## src/rtl/ins_prefetch_buf.sv

```systemverilog
// Instruction prefetch buffer: streams sequential words from memory into a FIFO
// and serves core fetches from its head, flushing on any redirect.
module ins_prefetch_buf #(
    parameter int DEPTH = 4
) (
    input  logic        clk,
    input  logic        rst,
    input  logic        exIns_ren,
    input  logic [31:0] exIns_addr,
    output logic        exIns_valid,
    output logic [31:0] exIns_in,
    output logic        mem_req,
    output logic [31:0] mem_addr,
    input  logic        mem_gnt,
    input  logic        mem_rvalid,
    input  logic [31:0] mem_rdata
);

    localparam int AW = $clog2(DEPTH);
    localparam int CW = AW + 1;
    localparam logic [CW:0] DEPTH_W = (CW+1)'(DEPTH);

    localparam logic [1:0] IDLE   = 2'd0;
    localparam logic [1:0] STREAM = 2'd1;
    localparam logic [1:0] DRAIN  = 2'd2;

    logic [1:0]    state;
    logic [31:0]   head_addr;
    logic [31:0]   fetch_addr;
    logic [CW-1:0] count;
    logic [CW-1:0] outst;
    logic [CW-1:0] drop_cnt;
    logic [AW-1:0] rd_ptr;
    logic [AW-1:0] wr_ptr;
    logic [31:0]   fifo_mem [DEPTH];

    logic [31:0]   req_addr;
    logic [CW:0]   occ;
    logic [CW-1:0] drop_nxt;
    logic          active;
    logic          addr_match;
    logic          hit;
    logic          redirect;
    logic          grant;
    logic          push;
    logic          pop;
    logic          unused_addr_lsb;

    assign unused_addr_lsb = ^exIns_addr[1:0];
    assign req_addr   = {exIns_addr[31:2], 2'b00};
    assign active     = (state != IDLE);
    assign addr_match = (exIns_addr[31:2] == head_addr[31:2]);

    assign hit      = exIns_ren & active & (count != '0) & addr_match;
    assign redirect = exIns_ren & active & !hit & !addr_match;

    // Granted-but-unanswered requests reserve a FIFO slot, so a push never overflows.
    assign occ      = {1'b0, count} + {1'b0, outst};
    assign mem_req  = (state == STREAM) & !redirect & (occ < DEPTH_W);
    assign mem_addr = fetch_addr;
    assign grant    = mem_req & mem_gnt;

    assign push     = (state == STREAM) & mem_rvalid & !redirect;
    assign pop      = hit;
    assign drop_nxt = outst - CW'(mem_rvalid);

    assign exIns_valid = hit;
    assign exIns_in    = (count != '0) ? fifo_mem[rd_ptr] : 32'd0;

    always_ff @(posedge clk) begin
        if (!rst && push) begin
            fifo_mem[wr_ptr] <= mem_rdata;
        end
    end

    always_ff @(posedge clk) begin
        if (rst) begin
            state      <= IDLE;
            head_addr  <= '0;
            fetch_addr <= '0;
            count      <= '0;
            outst      <= '0;
            drop_cnt   <= '0;
            rd_ptr     <= '0;
            wr_ptr     <= '0;
        end else begin
            unique case (state)
                IDLE: begin
                    if (exIns_ren) begin
                        head_addr  <= req_addr;
                        fetch_addr <= req_addr;
                        state      <= STREAM;
                    end
                end
                STREAM: begin
                    if (redirect) begin
                        head_addr  <= req_addr;
                        fetch_addr <= req_addr;
                        count      <= '0;
                        rd_ptr     <= '0;
                        wr_ptr     <= '0;
                        outst      <= '0;
                        drop_cnt   <= drop_nxt;
                        state      <= (drop_nxt != '0) ? DRAIN : STREAM;
                    end else begin
                        if (grant) begin
                            fetch_addr <= fetch_addr + 32'd4;
                        end
                        if (push) begin
                            wr_ptr <= wr_ptr + 1'b1;
                        end
                        if (pop) begin
                            rd_ptr    <= rd_ptr + 1'b1;
                            head_addr <= head_addr + 32'd4;
                        end
                        count <= count + CW'(push) - CW'(pop);
                        outst <= outst + CW'(grant) - CW'(mem_rvalid);
                    end
                end
                DRAIN: begin
                    // Stale responses from before the redirect are swallowed here.
                    if (redirect) begin
                        head_addr  <= req_addr;
                        fetch_addr <= req_addr;
                    end
                    if (mem_rvalid) begin
                        drop_cnt <= drop_cnt - 1'b1;
                        if (drop_cnt == CW'(1)) begin
                            state <= STREAM;
                        end
                    end
                end
                default: state <= IDLE;
            endcase
        end
    end

endmodule

```

## config.mk

```make
export PLATFORM = sky130hd
export DESIGN_NAME = ins_prefetch_buf
export DESIGN_NICKNAME = d
export VERILOG_FILES = /design/src/rtl/ins_prefetch_buf.sv
export SDC_FILE = /design/constraint.sdc
export NUM_CORES = 1
export LEC_CHECK = 0
export ABC_AREA = 1
export ABC_CLOCK_PERIOD_IN_PS = 6200
export BUFFER_PORTS_ARGS = -buffer_cell sky130_fd_sc_hd__clkbuf_2
export CAP_MARGIN = 0
export CORE_MARGIN = 1
export CORE_UTILIZATION = 30
export CTS_CLUSTER_SIZE = 12
export DETAILED_ROUTE_END_ITERATION = 10
export GPL_TIMING_DRIVEN = 0
export SYNTH_ARGS = -nofsm -noshare
export SYNTH_HDL_FRONTEND = slang
export SYNTH_SLANG_ARGS = --single-unit
```

## constraint.sdc

```tcl
create_clock -name clk -period 6.2 [get_ports clk]
set_clock_uncertainty 0.15 [all_clocks]
set_input_delay 1.24 -clock clk [delete_from_list [all_inputs] [get_ports clk]]
set_output_delay 1.24 -clock clk [all_outputs]
set_load 0.05 [all_outputs]
```

==> metrics.md, run 1 <==
| Metric | Value |
|---|---|
| R2R setup slack | between 2 and 2.5 ns |
| Hold Path Class | reg -> reg |
| Area of the mapped netlist | 10,800 µm² |
| All-Layer GR Usage | between 10% and 20% |
| Post-synth EDFFs | between 100 and 150 |
| Req. time, crit path | about 4.8 ns |
| Most area-hungry cell type in the Yosys netlist | edfxtp_1 |
| Most frequent cell after synthesis | nand2_1 |
| Grt ovf | 0 |
| Vias | about 9,400 |
| R2R depth | 19 |
| Max frequency | ~220 MHz |
| Largest net degree at the start of global routing | 26 |
| Setup_tns | 0 ns |
| Reg-to-Reg Start | head_addr[16] |
| Die Y | 192 µm |
| Wire length per cell | around 16 µm |
| Post-CTS setup buffer count | 0 |
| Fin crit share | 74.5% |
| VDD IR max | ~0.00024 V |
| Critical Path AT | approximately 3.2 ns |
| WS Path Type | in -> out |
| Mean Syn Cell Area | slightly below 8 µm² |
| Final slew viol count | 0 |
| Startpoint types | input pin |
| CTS clk-pin slew, worst paths | about 0.06 ns |
| Critical Path Start | exIns_addr[2] |
| CTS resizes | 0 |
| Synth Flop Type | edfxtp_1 |
| Final setup fails | 0 |
| Crit path capture type | output pin |
| Final min period | between 4 and 5 ns |
| Layout cell share with drive strength beyond 1 | 14.0% |
| CTS Sinks | roughly 200 |
| Sequential fraction of the synthesis area | between 40% and 50% |
| Mapped Cells | about 1,400 |
| Initial Utilization | a little under a third |
| Row cnt | a little under 70 |
| Io pins | roughly 140 |
| Hold path startpoint | drop_cnt[1] |
| Drt initial violations | roughly 660 |
| Area post-placement | approximately 12,000 µm² |
| Post-layout util | between 30% and 40% |
| CTS Buffer Depth | 3 |
| Initial antenna violation count | 0 |
| Critical Path Fanout Max | 10 |
| Final hold violation count | 0 |
| Filler Cells Inserted | roughly 3,700 |
| CTS buffer count | 24 |
| First-pass GRT wire length | about 48,000 µm |
| Post-synth top cells | nand2_1, nor2_1, edfxtp_1, inv_1, o21ai_0 |
| Distinct cells, synth | 42 |
| Flops & latches, synth | around 210 |
| Vias per cell | around 4.7 |
| Storage element area | ~5400 µm² |
| PortBufs | 130 |
| PwrDens | between 400 and 500 nW/µm² |
| Die Wd | between 150 and 200 µm |
| RSZ-0062 raised after global routing | false |
| Die area | approximately 37,000 µm² |
| Core area | approximately 36,000 µm² |
| Worst skew pair latency | roughly 0.53 ns |
| Post-synthesis async set-or-reset flop share | 0% |
| Yosys warns | 0 |
| Multi-input logic area | between 4000 and 5000 µm² |
| Vias in the first global route | 8,898 |
| Synth top area cells | edfxtp_1, dfxtp_1, nand2_1 |
| Worst Hold Slack | about 0.35 ns |
| Antenna cells | 0 |
| Leak Pwr | ~5.4 nW |
| CTS tree | done |
| Critical path endpoint | mem_req |
| Drc violations | 0 |
| DP HPWL | between 20,000 and 25,000 µm |
| Post-DRT Antenna Nets | 0 |
| Rel. slew slack | between 50% and 60% |
| Share of the synthesized area in the top cell type | a little over a third |
| Max-Cap Viols | 0 |
| H-tree depth | 1 |
| Hold buffer count at cts | 0 |
| Clk root buf | clkbuf_16 |
| Drt total wl | about 31,000 µm |
| Pre-antenna DRT Iters | 6 |
| Worst-Margin Slew | 0.637 ns |
| Design Area, Final | approximately 13,000 µm² |
| Worst r2r dst | outst[2] |
| Status | completed |
| Fin nets | between 1,500 and 2,000 |
| P&R area growth vs syn | 19.0% |
| RePlAce Congestion | 0.924 |
## how the worst min path moves through the flow
stage,endpoint,slack [ns],depth (start not counted)
final,drop_cnt[1],0.35,2
after global routing,drop_cnt[1],0.37,2
after CTS,drop_cnt[1],0.35,2
after detailed placement,drop_cnt[2],0.34,2
after global placement,rd_ptr[1],0.32,2
after floorplan,register,0.30,2
## registers in the layout (all words and copies together) (netlist names), named ones only
name	cells
count	3
drop_cnt	3
fifo_mem	128
head_addr	30
mem_addr	30
outst	3
rd_ptr	2
state	2
wr_ptr	2
## routing by layer
metal	wire length [µm]	vias up	track usage, %
met5	0	-	0
met4	669	0	4.42
met1	13600	4287	22.0
met2	14800	321	29.2
met3	2310	44	2.59
li1	-	4709	-
## kinds of logic (layout without fill, tap and decap cells)
logic type,count (synthesis),after routing,synth area share [%]
AOI/OAI and AO/OA,157,157,7.44
xor gates and xnor gates,69,69,5.58
adders and majority gates,18,18,2.22
buffers and inverters,177,352,7.19
DFF,205,205,49.7
muxes,1,1,0.0924
other,1,2,0.0346
and+or+nand+nor,742,742,27.7
## cell type report
cell class              instances  share of cell area, %
well taps                     461                   4.48
clock buffers                  37                   5.27
multi-input cells             989                   36.5
repair buffers                134                   5.73
inverters                     118                   3.44
clock inverters                 4                  0.223
plain buffers                  59                   2.60
flip-flops and latches        205                   41.8
## cell usage in the layout (no fill, tap or decap), types with 43 or more instances in the layout
master	Yosys	routed
o21ai_0	85	85
a21oi_1	43	43
nand3_1	50	50
inv_1	113	113
dfxtp_1	77	77
nand2_1	330	330
nor2_1	307	303
xor2_1	50	50
clkbuf_2	0	130
edfxtp_1	128	128
## where the power goes
group,switching (W),internal [W],leakage (nW),total (W)
clock,0.000555,0.000748,0.343,0.00130
sequential,0.000299,0.00171,1.79,0.00201
combinational,0.00180,0.000768,3.29,0.00256
## stage by stage
step | total power (W) | instances | setup WS [ns]
6_report | 0.00587 | 2007 | 1.58
5_1_grt | 0.00626 | 2007 | 1.36
4_1_cts | 0.00591 | 2007 | 1.57
3_5_place_dp | 0.00458 | 1966 | 1.50
3_3_place_gp | 0.00455 | 1962 | 0.298
2_1_floorplan | 0.00386 | 1371 | 1.70
## worst max-delay path: stages
cell and delay (ns):
clkbuf_2 0.11, xnor2_1 0.14, nand2_1 0.08, nor2_1 0.10
nand2_1 0.07, nor2_1 0.23, nand2_2 0.15, nand2_2 0.12
nand2_2 0.08, clkbuf_1 0.26, nor2_1 0.31, clkbuf_2 0.34
No activity file was read; power rests on OpenSTA's default activity.
==> run 2: changes to the inputs <==
--- a/config.mk
+++ b/config.mk
@@ -6,7 +6,7 @@
 export NUM_CORES = 1
 export LEC_CHECK = 0
 export ABC_AREA = 1
-export ABC_CLOCK_PERIOD_IN_PS = 6200
+export ABC_CLOCK_PERIOD_IN_PS = 3700
 export BUFFER_PORTS_ARGS = -buffer_cell sky130_fd_sc_hd__clkbuf_2
 export CAP_MARGIN = 0
 export CORE_MARGIN = 1
==> constraint.sdc (replaced) <==
create_clock -name clk -period 3.7 [get_ports clk]
set_clock_uncertainty 0.15 [all_clocks]
set_input_delay 0.74 -clock clk [delete_from_list [all_inputs] [get_ports clk]]
set_output_delay 0.74 -clock clk [all_outputs]
set_load 0.05 [all_outputs]
==> metrics.md, run 2 (synthesis gave the netlist of run 1 again) <==
| Metric | Value |
|---|---|
| Status | completed |
| P&R area growth vs syn | 20.0% |
| Post-CTS setup buffer count | 0 |
| Rel. slew slack | around 57% |
| Post-layout util | a little over a third |
| Drt initial violations | roughly 700 |
| Max reg flops | between 100 and 150 |
| Critical Path AT | 2.60 ns |
| Vias | ~9,400 |
| Io pins | 135 |
| Row cnt | 69 |
| PwrDens | approximately 780 nW/µm² |
| Max frequency | between 200 and 300 MHz |
| WS Path Type | reg -> out |
| VDD IR max | about 0.00047 V |
| Initial antenna violation count | 0 |
| Die area | roughly 37,000 µm² |
| CTS Buffer Depth | 3 |
| Commonest non-fill, non-tap cell in the layout | nand2_1 |
| Worst-Margin Slew | about 0.64 ns |
| Antenna cells | 0 |
| Crit path capture type | output pin |
| CTS buffer count | 24 |
| CTS Sinks | roughly 210 |
| Pre-antenna DRT Iters | 5 |
| Leak Pwr | roughly 5.5 nW |
| Commonest non-fill, non-tap cells in the layout | nand2_1, nor2_1, clkbuf_2 |
| Die Wd | 192 µm |
| Post-DRT Antenna Nets | 0 |
| Req. time, crit path | 2.81 ns |
| Drt total wl | roughly 31,000 µm |
| Hold buffer count at cts | 0 |
| Largest register by flop count | fifo_mem |
| RSZ-0062 raised after global routing | false |
| DP HPWL | roughly 22,000 µm |
| Layout Cells excl Fill | 2,007 |
| CTS tree | done |
| Wire length per cell | 15.5 µm |
| All-Layer GR Usage | between 15 and 20% |
| CTS clk-pin slew, worst paths | roughly 0.060 ns |
| Hold Path Class | in -> reg |
| Final min period | 3.49 ns |
| PortBufs | between 100 and 150 |
| RePlAce Congestion | about 0.93 |
| Clk root buf | clkbuf_16 |
| Final slew viol count | 0 |
| Fin crit share | between 90% and 100% |
| Fin nets | around 1,600 |
| H-tree depth | 1 |
| Max-Cap Viols | 0 |
| Core area | approximately 36,000 µm² |
| Initial Utilization | ~30% |
| Layout cell share with drive strength beyond 1 | 14.9% |
| Startpoint types | register |
| CTS resizes | 0 |
| Final hold violation count | 0 |
| Die Y | between 150 and 200 µm |
| First-pass GRT wire length | roughly 48,000 µm |
| Total power | around 0.01 W |
| Vias per cell | between 4 and 5 |
| Vias in the first global route | just under 9,000 |
| Final setup fails | 0 |
| Placed insts | between 1,500 and 2,000 |
| Grt ovf | 0 |
| Drc violations | 0 |
| Largest net degree at the start of global routing | 28 |
| Critical Path Fanout Max | 10 |
| Worst skew pair latency | 0.53 ns |
## run 2: cell count changes in the layout (fill, tap and decap cells not counted), moves of 2 or more
cell       change
bufinv_16      +4
clkbuf_1       -8
clkbuf_2       +2
clkbuf_8       -3
clkinv_2       +2
dfxtp_1        -3
dfxtp_2        +3
nor2_1         -2
nor2_2         +2
## run 2: cell type report
cell class | instances | area [µm²]
Tap cell | 461 | 577
Clock buffer | 28 | 616
Sequential cell | 205 | 5390
Fill cell | 3683 | 22600
Clock inverter | 13 | 179
Buffer | 59 | 339
Inverter | 118 | 443
Multi-Input combinational cell | 989 | 4700
Timing Repair Buffer | 134 | 746
## run 2: worst paths after layout
check / startpoint / end / slack (ns) / depth (start not counted)
min reg2reg: drop_cnt[1] / drop_cnt[1] / 0.34 / 2
max reg2reg: head_addr[3] / outst[2] / 0.22 / 21
max: register / exIns_in[17] / 0.21 / 7
min: mem_rdata[2] / fifo_mem[3][2] / 0.28 / 1
## run 2: power by group
group / internal [W] / switching [W] / leakage, nW
clock: 0.00147 / 0.000954 / 0.385
combinational: 0.00129 / 0.00300 / 3.30
sequential: 0.00287 / 0.000498 / 1.79
total: 0.00563 / 0.00445 / 5.47
## run 2: through the flow
stage | setup slack [ns] | hold WS [ns] | cell area (µm²) | setup TNS (ns)
2_1_floorplan | -0.0722 | 0.303 | 10800 | -9.30
6_report | 0.211 | 0.281 | 13000 | 0
4_1_cts | 0.0722 | 0.262 | 13000 | 0
5_1_grt | 0.00482 | 0.264 | 13000 | 0
3_3_place_gp | -1.71 | 0.322 | 12100 | -212.44
3_5_place_dp | -0.373 | 0.341 | 12200 | -0.770
## run 2: metal layers
metal | part of all wire, % | GRT usage (%) | vias to the layer above
met1 | 44 | 22.1 | 4342
li1 | - | - | 4709
met4 | 2.0 | 3.63 | 0
met2 | 47 | 28.9 | 279
met5 | 0 | 0 | -
met3 | 6.8 | 2.89 | 38
## run 2: critical path: stages, from the launching register on
cell and delay [ns]:
dfxtp_1 0.34, clkbuf_1 0.38, clkbuf_1 0.51, nor2_1 0.10, nor2_1 0.09, o21ai_0 0.09
a21oi_1 0.23, clkbuf_2 0.32
